$ cat src/rtl/seg_scan_ctrl_pkg.sv
// rtl/seg_scan_ctrl_pkg.sv - shared constants, FSM encoding and leading-zero mask helper for the 7-seg scanner
package seg_scan_ctrl_pkg;

  localparam logic [6:0] SEG_BLANK = 7'h7F;
  localparam logic [6:0] SEG_ZERO  = 7'h40;
  localparam logic [3:0] AN_OFF    = 4'hF;

  typedef enum logic {
    ST_BLANK = 1'b0,
    ST_ON    = 1'b1
  } scan_state_t;

  // Digits to suppress: enabled "0" patterns above the first enabled non-zero digit; digit 0 always kept.
  function automatic logic [3:0] lz_mask(input logic [3:0][6:0] d, input logic [3:0] en, input int nd);
    logic       leading;
    logic [3:0] mask;
    leading = 1'b1;
    mask    = 4'b0000;
    for (int i = 3; i >= 1; i--) begin
      if (i < nd && en[i]) begin
        if (leading && d[i] == SEG_ZERO) mask[i] = 1'b1;
        else                             leading = 1'b0;
      end
    end
    return mask;
  endfunction

endpackage

$ cat src/rtl/seg_scan_ctrl_if.sv
// rtl/seg_scan_ctrl_if.sv - pattern load bus and board-side seg/anode outputs of the scanner
interface seg_scan_ctrl_if;

  logic       load;
  logic [6:0] d0;
  logic [6:0] d1;
  logic [6:0] d2;
  logic [6:0] d3;
  logic [3:0] digit_en;
  logic [6:0] seg;
  logic [3:0] an;
  logic       frame_tk;

  modport master (
    output load, d0, d1, d2, d3, digit_en,
    input  seg, an, frame_tk
  );

  modport slave (
    input  load, d0, d1, d2, d3, digit_en,
    output seg, an, frame_tk
  );

endinterface

$ cat src/rtl/seg_scan_ctrl_timer.sv
// rtl/seg_scan_ctrl_timer.sv - slot counter (cnt) and digit index (idx) with slot/frame boundary flags
module seg_slot_timer #(
  parameter int REFRESH_DIV  = 100000,
  parameter int BLANK_CYCLES = 1000,
  parameter int NUM_DIGITS   = 4
) (
  input  logic       clk,
  input  logic       reset,
  output logic [1:0] idx,
  output logic       blank_last,
  output logic       slot_wrap,
  output logic       frame_end
);

  localparam int CW = $clog2(REFRESH_DIV);

  logic [CW-1:0] cnt;

  assign slot_wrap  = (cnt == CW'(REFRESH_DIV - 1));
  assign blank_last = (cnt == CW'(BLANK_CYCLES - 1));
  assign frame_end  = slot_wrap && (idx == 2'(NUM_DIGITS - 1));

  always_ff @(posedge clk or posedge reset) begin
    if (reset) begin
      cnt <= '0;
      idx <= 2'd0;
    end else if (slot_wrap) begin
      cnt <= '0;
      idx <= (idx == 2'(NUM_DIGITS - 1)) ? 2'd0 : idx + 2'd1;
    end else begin
      cnt <= cnt + CW'(1);
    end
  end

endmodule

$ cat src/rtl/seg_scan_ctrl.sv
// rtl/seg_scan_ctrl.sv - 7-seg digit scanner with frame-atomic pattern latching and inter-digit blanking
// Optional: define LZ_BLANK_EN for leading-zero blanking.
module seg_scan_ctrl
  import seg_scan_ctrl_pkg::*;
#(
  parameter int NUM_DIGITS   = 4,
  parameter int REFRESH_DIV  = 100000,
  parameter int BLANK_CYCLES = 1000
) (
  input  logic            clk,
  input  logic            reset,
  seg_scan_ctrl_if.slave  bus
);

  logic [1:0]      idx;
  logic            blank_last;
  logic            slot_wrap;
  logic            frame_end;

  logic [3:0][6:0] ld_d;
  logic [3:0][6:0] sh_d, act_d, act_d_nxt;
  logic [3:0]      sh_en, act_en, act_en_nxt;
  logic            pending;
  logic [3:0]      lz_q;
  logic [3:0]      drv_en;

  scan_state_t     state_q, state_d;
  logic [6:0]      seg_d, seg_q;
  logic [3:0]      an_d, an_q;
  logic            ftk_q;

  seg_slot_timer #(
    .REFRESH_DIV  (REFRESH_DIV),
    .BLANK_CYCLES (BLANK_CYCLES),
    .NUM_DIGITS   (NUM_DIGITS)
  ) u_timer (
    .clk        (clk),
    .reset      (reset),
    .idx        (idx),
    .blank_last (blank_last),
    .slot_wrap  (slot_wrap),
    .frame_end  (frame_end)
  );

  assign ld_d = {bus.d3, bus.d2, bus.d1, bus.d0};

  // A load on the boundary cycle is newer than anything pending, so it wins.
  always_comb begin
    act_d_nxt  = act_d;
    act_en_nxt = act_en;
    if (frame_end) begin
      if (bus.load) begin
        act_d_nxt  = ld_d;
        act_en_nxt = bus.digit_en;
      end else if (pending) begin
        act_d_nxt  = sh_d;
        act_en_nxt = sh_en;
      end
    end
  end

  always_ff @(posedge clk or posedge reset) begin
    if (reset) begin
      sh_d    <= {4{SEG_BLANK}};
      sh_en   <= 4'b0000;
      act_d   <= {4{SEG_BLANK}};
      act_en  <= 4'b0000;
      pending <= 1'b0;
    end else begin
      act_d  <= act_d_nxt;
      act_en <= act_en_nxt;
      if (bus.load) begin
        sh_d  <= ld_d;
        sh_en <= bus.digit_en;
      end
      if (frame_end)     pending <= 1'b0;
      else if (bus.load) pending <= 1'b1;
    end
  end

`ifdef LZ_BLANK_EN
  always_ff @(posedge clk or posedge reset) begin
    if (reset)          lz_q <= 4'b0000;
    else if (frame_end) lz_q <= lz_mask(act_d_nxt, act_en_nxt, NUM_DIGITS);
  end
`else
  assign lz_q = 4'b0000;
`endif

  assign drv_en = act_en & ~lz_q;

  always_ff @(posedge clk or posedge reset) begin
    if (reset) state_q <= ST_BLANK;
    else       state_q <= state_d;
  end

  always_comb begin
    state_d = state_q;
    case (state_q)
      ST_BLANK: if (blank_last) state_d = ST_ON;
      ST_ON:    if (slot_wrap)  state_d = ST_BLANK;
      default:                  state_d = ST_BLANK;
    endcase
  end

  always_comb begin
    seg_d = SEG_BLANK;
    an_d  = AN_OFF;
    if (state_q == ST_ON && drv_en[idx]) begin
      an_d  = ~(4'b0001 << idx);
      seg_d = act_d[idx];
    end
  end

  always_ff @(posedge clk or posedge reset) begin
    if (reset) begin
      seg_q <= SEG_BLANK;
      an_q  <= AN_OFF;
      ftk_q <= 1'b0;
    end else begin
      seg_q <= seg_d;
      an_q  <= an_d;
      ftk_q <= frame_end;
    end
  end

  assign bus.seg      = seg_q;
  assign bus.an       = an_q;
  assign bus.frame_tk = ftk_q;

endmodule

$ cat src/flat_wrapper.sv
// flat-port wrapper written by rule: the top's interface ports become plain ports
module seg_scan_ctrl_flat import seg_scan_ctrl_pkg::*;
#(
  parameter int NUM_DIGITS   = 4,
  parameter int REFRESH_DIV  = 100000,
  parameter int BLANK_CYCLES = 1000
)
  (clk, reset, bus_load, bus_d0, bus_d1, bus_d2, bus_d3, bus_digit_en, bus_seg, bus_an, bus_frame_tk);
  seg_scan_ctrl_if bus_i ();
  input  logic clk;
  input  logic reset;
  input wire logic [$bits(bus_i.load)-1:0] bus_load;
  input wire logic [$bits(bus_i.d0)-1:0] bus_d0;
  input wire logic [$bits(bus_i.d1)-1:0] bus_d1;
  input wire logic [$bits(bus_i.d2)-1:0] bus_d2;
  input wire logic [$bits(bus_i.d3)-1:0] bus_d3;
  input wire logic [$bits(bus_i.digit_en)-1:0] bus_digit_en;
  output wire logic [$bits(bus_i.seg)-1:0] bus_seg;
  output wire logic [$bits(bus_i.an)-1:0] bus_an;
  output wire logic [$bits(bus_i.frame_tk)-1:0] bus_frame_tk;
  assign bus_i.load = bus_load;
  assign bus_i.d0 = bus_d0;
  assign bus_i.d1 = bus_d1;
  assign bus_i.d2 = bus_d2;
  assign bus_i.d3 = bus_d3;
  assign bus_i.digit_en = bus_digit_en;
  assign bus_seg = bus_i.seg;
  assign bus_an = bus_i.an;
  assign bus_frame_tk = bus_i.frame_tk;
  seg_scan_ctrl #(.NUM_DIGITS(NUM_DIGITS), .REFRESH_DIV(REFRESH_DIV), .BLANK_CYCLES(BLANK_CYCLES)) u_core (.clk(clk), .reset(reset), .bus(bus_i));
endmodule
$ cat config.mk
export PLATFORM = sky130hd
export DESIGN_NAME = seg_scan_ctrl_flat
export DESIGN_NICKNAME = d
export VERILOG_FILES = /design/src/rtl/seg_scan_ctrl_pkg.sv /design/src/rtl/seg_scan_ctrl_if.sv /design/src/rtl/seg_scan_ctrl_timer.sv /design/src/rtl/seg_scan_ctrl.sv /design/src/flat_wrapper.sv
export SDC_FILE = /design/constraint.sdc
export NUM_CORES = 1
export LEC_CHECK = 0
export ABC_AREA = 1
export BUFFER_PORTS_ARGS = -buffer_cell sky130_fd_sc_hd__buf_2
export CORE_ASPECT_RATIO = 1.25
export CORE_MARGIN = 8
export CORE_UTILIZATION = 30
export DETAILED_ROUTE_END_ITERATION = 10
export SKIP_CTS_REPAIR_TIMING = 1
export SYNTH_ARGS = -nofsm -noshare
export SYNTH_HDL_FRONTEND = slang
export SYNTH_HIERARCHICAL = 1
export SYNTH_SLANG_ARGS = --single-unit
$ cat constraint.sdc
create_clock -name clk -period 2.5 [get_ports clk]
set_clock_uncertainty 0.2 [all_clocks]
set_input_delay 0.125 -clock clk [delete_from_list [all_inputs] [get_ports clk]]
set_output_delay 0.125 -clock clk [all_outputs]
set_load 0.02 [all_outputs]
==> flow_metrics.tcl <==
set metrics [dict create \
    track_usage_pct 11.2 \
    worst-r2r-setup-slack_ps 250 \
    worstReg2RegEnd "u_core/act_en[2]" \
    ant_nets 0 \
    relSlewSlack_pct 46.5 \
    critPathKind "flip-flop to flip-flop" \
    slew_viol_final 0 \
    setup.worst_path.end_class "flip-flop" \
    drc 0 \
    grt_start_max_net_pins 41 \
    final.setup.tns_ps 0 \
    clk_latency_ps 340 \
    grt_setup_unrepaired "false" \
    dieWidth_microns 126 \
    syn_nets 577 \
    initial_core_util_pct 30.4 \
    synth-seq-cells 97 \
    dp_hpwl_mm 7.33 \
    grt_overflow 0 \
    hold_viol 0 \
    cts_buffers 9 \
    yosysWarningCount 6 \
    dr.pass1.iters 6 \
    cts.sinks 97 \
    num_io_pins 47 \
    routed_wl_mm 10.4 \
    nets 653 \
    syn-instance-count 539 \
    die_h_microns 153 \
    area.growth.synth_to_final_pct 22.5 \
    setup_viol 0 \
    syn_area_sq_um 4500 \
    n_antenna_cell 0 \
    fin_total_pwr_w 0.00329 \
    worstHoldStart "bus_load" \
    drv_cap 0 \
    status "finished, final reports clean" \
    cts_max_path_buffers 2 \
    fmax_ghz 0.444 \
    die_area_sq_um 19200 \
    startpoint "u_core/u_timer/cnt[6]" \
    startpoint_type "flip-flop" \
    gp_congestion 0.907 \
    drtIter0Drc 237 \
    antenna_found_initial 0 \
    tritoncts "built" \
    seq_area_frac_synth_pct 55.8 \
    cp.required_ps 2520 \
    rows 50 \
    avgSynthCellArea_sq_um 8.35 \
    dp_worst_setup_slack_ps 243 \
    htreeDepth 3 \
    min_period_over_period_pct 90.2 \
    hold_end "u_core/sh_d[27]" \
    post-route-min-period_ps 2250 \
    path_clk_slew_ps 70 \
    rr_worst_depth 9 \
    setup_ws_ps 246 \
    worstPathMaxFanout 20 \
    grt_pass1_wl_mm 17.5 \
    p_leak_nw 2.76 \
    grt_pass1_vias 3627 \
    wl_per_cell_microns 12.9 \
    viasPerCell 4.57 \
    hp-class "input port to flip-flop" \
    drive_gt1_share_pct 25.3 \
    root_buffer "clkbuf_16" \
    arrival_ps 2280 \
    vias 3664 \
    coreArea_sq_um 14800 \
    port_buffers 46 \
    whs_path_depth 3 \
    ir_drop_uv 310 \
    cellPowerDensity_nw_per_um2 596 \
    synth_cell_types 30 \
    reg2reg_from "u_core/u_timer/cnt[6]" \
    worst_slew_pin_slew_ps 802 \
]
[area by class of cell]
class / instances / area, sq um
multi-input cells: 386 / 1720
well taps: 182 / 228
flip-flops and latches: 97 / 2510
repair buffers: 87 / 633
inverters: 34 / 128
clock inverters: 5 / 52.6
clock buffers: 11 / 243
fillers: 1507 / 9310
[flip-flops by register name, indices dropped and copies added (netlist names)]
name                 flops
u_core/act_d            28
u_core/sh_d             28
u_core/u_timer/cnt      17
u_core/bus.seg           7
u_core/act_en            4
u_core/bus.an            4
u_core/sh_en             4
u_core/u_timer/idx       2
u_core/bus.frame_tk      1
u_core/pending           1
u_core/state_q           1
[Yosys cell counts]
master	count	area share (%)
nand2_1	234	20
dfstp_2	67	39
nand3_1	45	5.0
nor2_1	39	3.3
o21ai_0	33	3.7
dfrtp_1	30	17
inv_1	29	2.4
buf_2	9	1.0
buf_6	5	1.3
inv_2	5	0.42
nand4_1	5	0.69
xor2_1	5	0.97
a21oi_1	4	0.44
clkbuf_1	4	0.33
buf_4	3	0.50
ha_1	3	0.83
nor2_2	3	0.42
nor2_4	3	0.75
nand2_2	2	0.28
and2_1	1	0.14
clkbuf_2	1	0.11
nand3_2	1	0.22
nand3_4	1	0.39
nor2_8	1	0.44
nor3_1	1	0.11
nor3_4	1	0.36
nor4_1	1	0.14
o21bai_2	1	0.25
or2_2	1	0.14
xnor2_1	1	0.19
[where the power goes]
group | internal (W) | total [W] | switching (W)
clock network | 0.000801 | 0.00138 | 0.000577
registers | 0.00168 | 0.00170 | 0.0000219
logic | 0.0000877 | 0.000211 | 0.000123
[cell families (layout without fill, tap and decap cells)]
| family | count (synthesis) | count (layout) | synth area share [%] |
|---|---|---|---|
| XOR/XNOR | 6 | 6 | 1.17 |
| AND/OR/NAND/NOR | 339 | 339 | 31.8 |
| buffers and inverters | 56 | 137 | 6.03 |
| adder cells (fa/ha/maj) | 3 | 3 | 0.834 |
| flip-flops | 97 | 97 | 55.8 |
| AO/OA/AOI/OAI | 38 | 38 | 4.36 |
[layout by cell type, fill, tap and decap left out, types with 2 or more instances in the layout]
cell type        n
nor2_2           3
nand3_1         45
buf_2           46
nor2_1          39
xor2_1           5
nand2_2          2
clkinv_2         2
inv_2            7
ha_1             3
a21oi_1          4
inv_4            2
o21ai_0         33
nand4_1          5
nor2_4           3
clkbuf_16        9
dlygate4sd3_1   33
nand2_1        234
dfstp_2         67
dfrtp_1         30
buf_4            7
inv_1           27
[critical path, stage by stage (launching register included)]
cell and delay (ps):
dfrtp_1 430, nor2_1 150, nand2_1 60, nor2_1 230, nand3_2 190, nor2_1 200, inv_2 150, buf_4 220
o21ai_0 210, nand2_1 70
[routing by layer]
metal	vias up	wire length, microns	share of wire [%]	track usage, %
met3	15	427	4.1	2.65
met2	76	5210	50	19.6
met5	-	0	0	0
met1	1728	4540	44	12.8
li1	1845	-	-	-
met4	0	189	1.8	4.30
[how the worst max path moves through the flow]
stage | to | cells past startpoint
4_1_cts | u_core/act_en[2] | 9
3_5_place_dp | u_core/act_en[3] | 9
2_1_floorplan | u_core/act_en[0] | 1
5_1_grt | u_core/act_en[2] | 9
6_report | u_core/act_en[2] | 9
3_3_place_gp | u_core/act_en[0] | 9
[metrics by stage]
| stage | hold WS (ps) | area [sq um] | cells | utilization, % |
|---|---|---|---|---|
| after floorplan | -124 | 4500 | 539 | - |
| after global placement | 108 | 4890 | 753 | 33.0 |
| after detailed placement | 127 | 4890 | 753 | 33.0 |
| after CTS | -249 | 5180 | 769 | 35.0 |
| after global routing | 82.8 | 5520 | 802 | 37.2 |
| final | 48.0 | 5520 | 802 | 37.2 |
No activity file was read; power rests on OpenSTA's default activity.
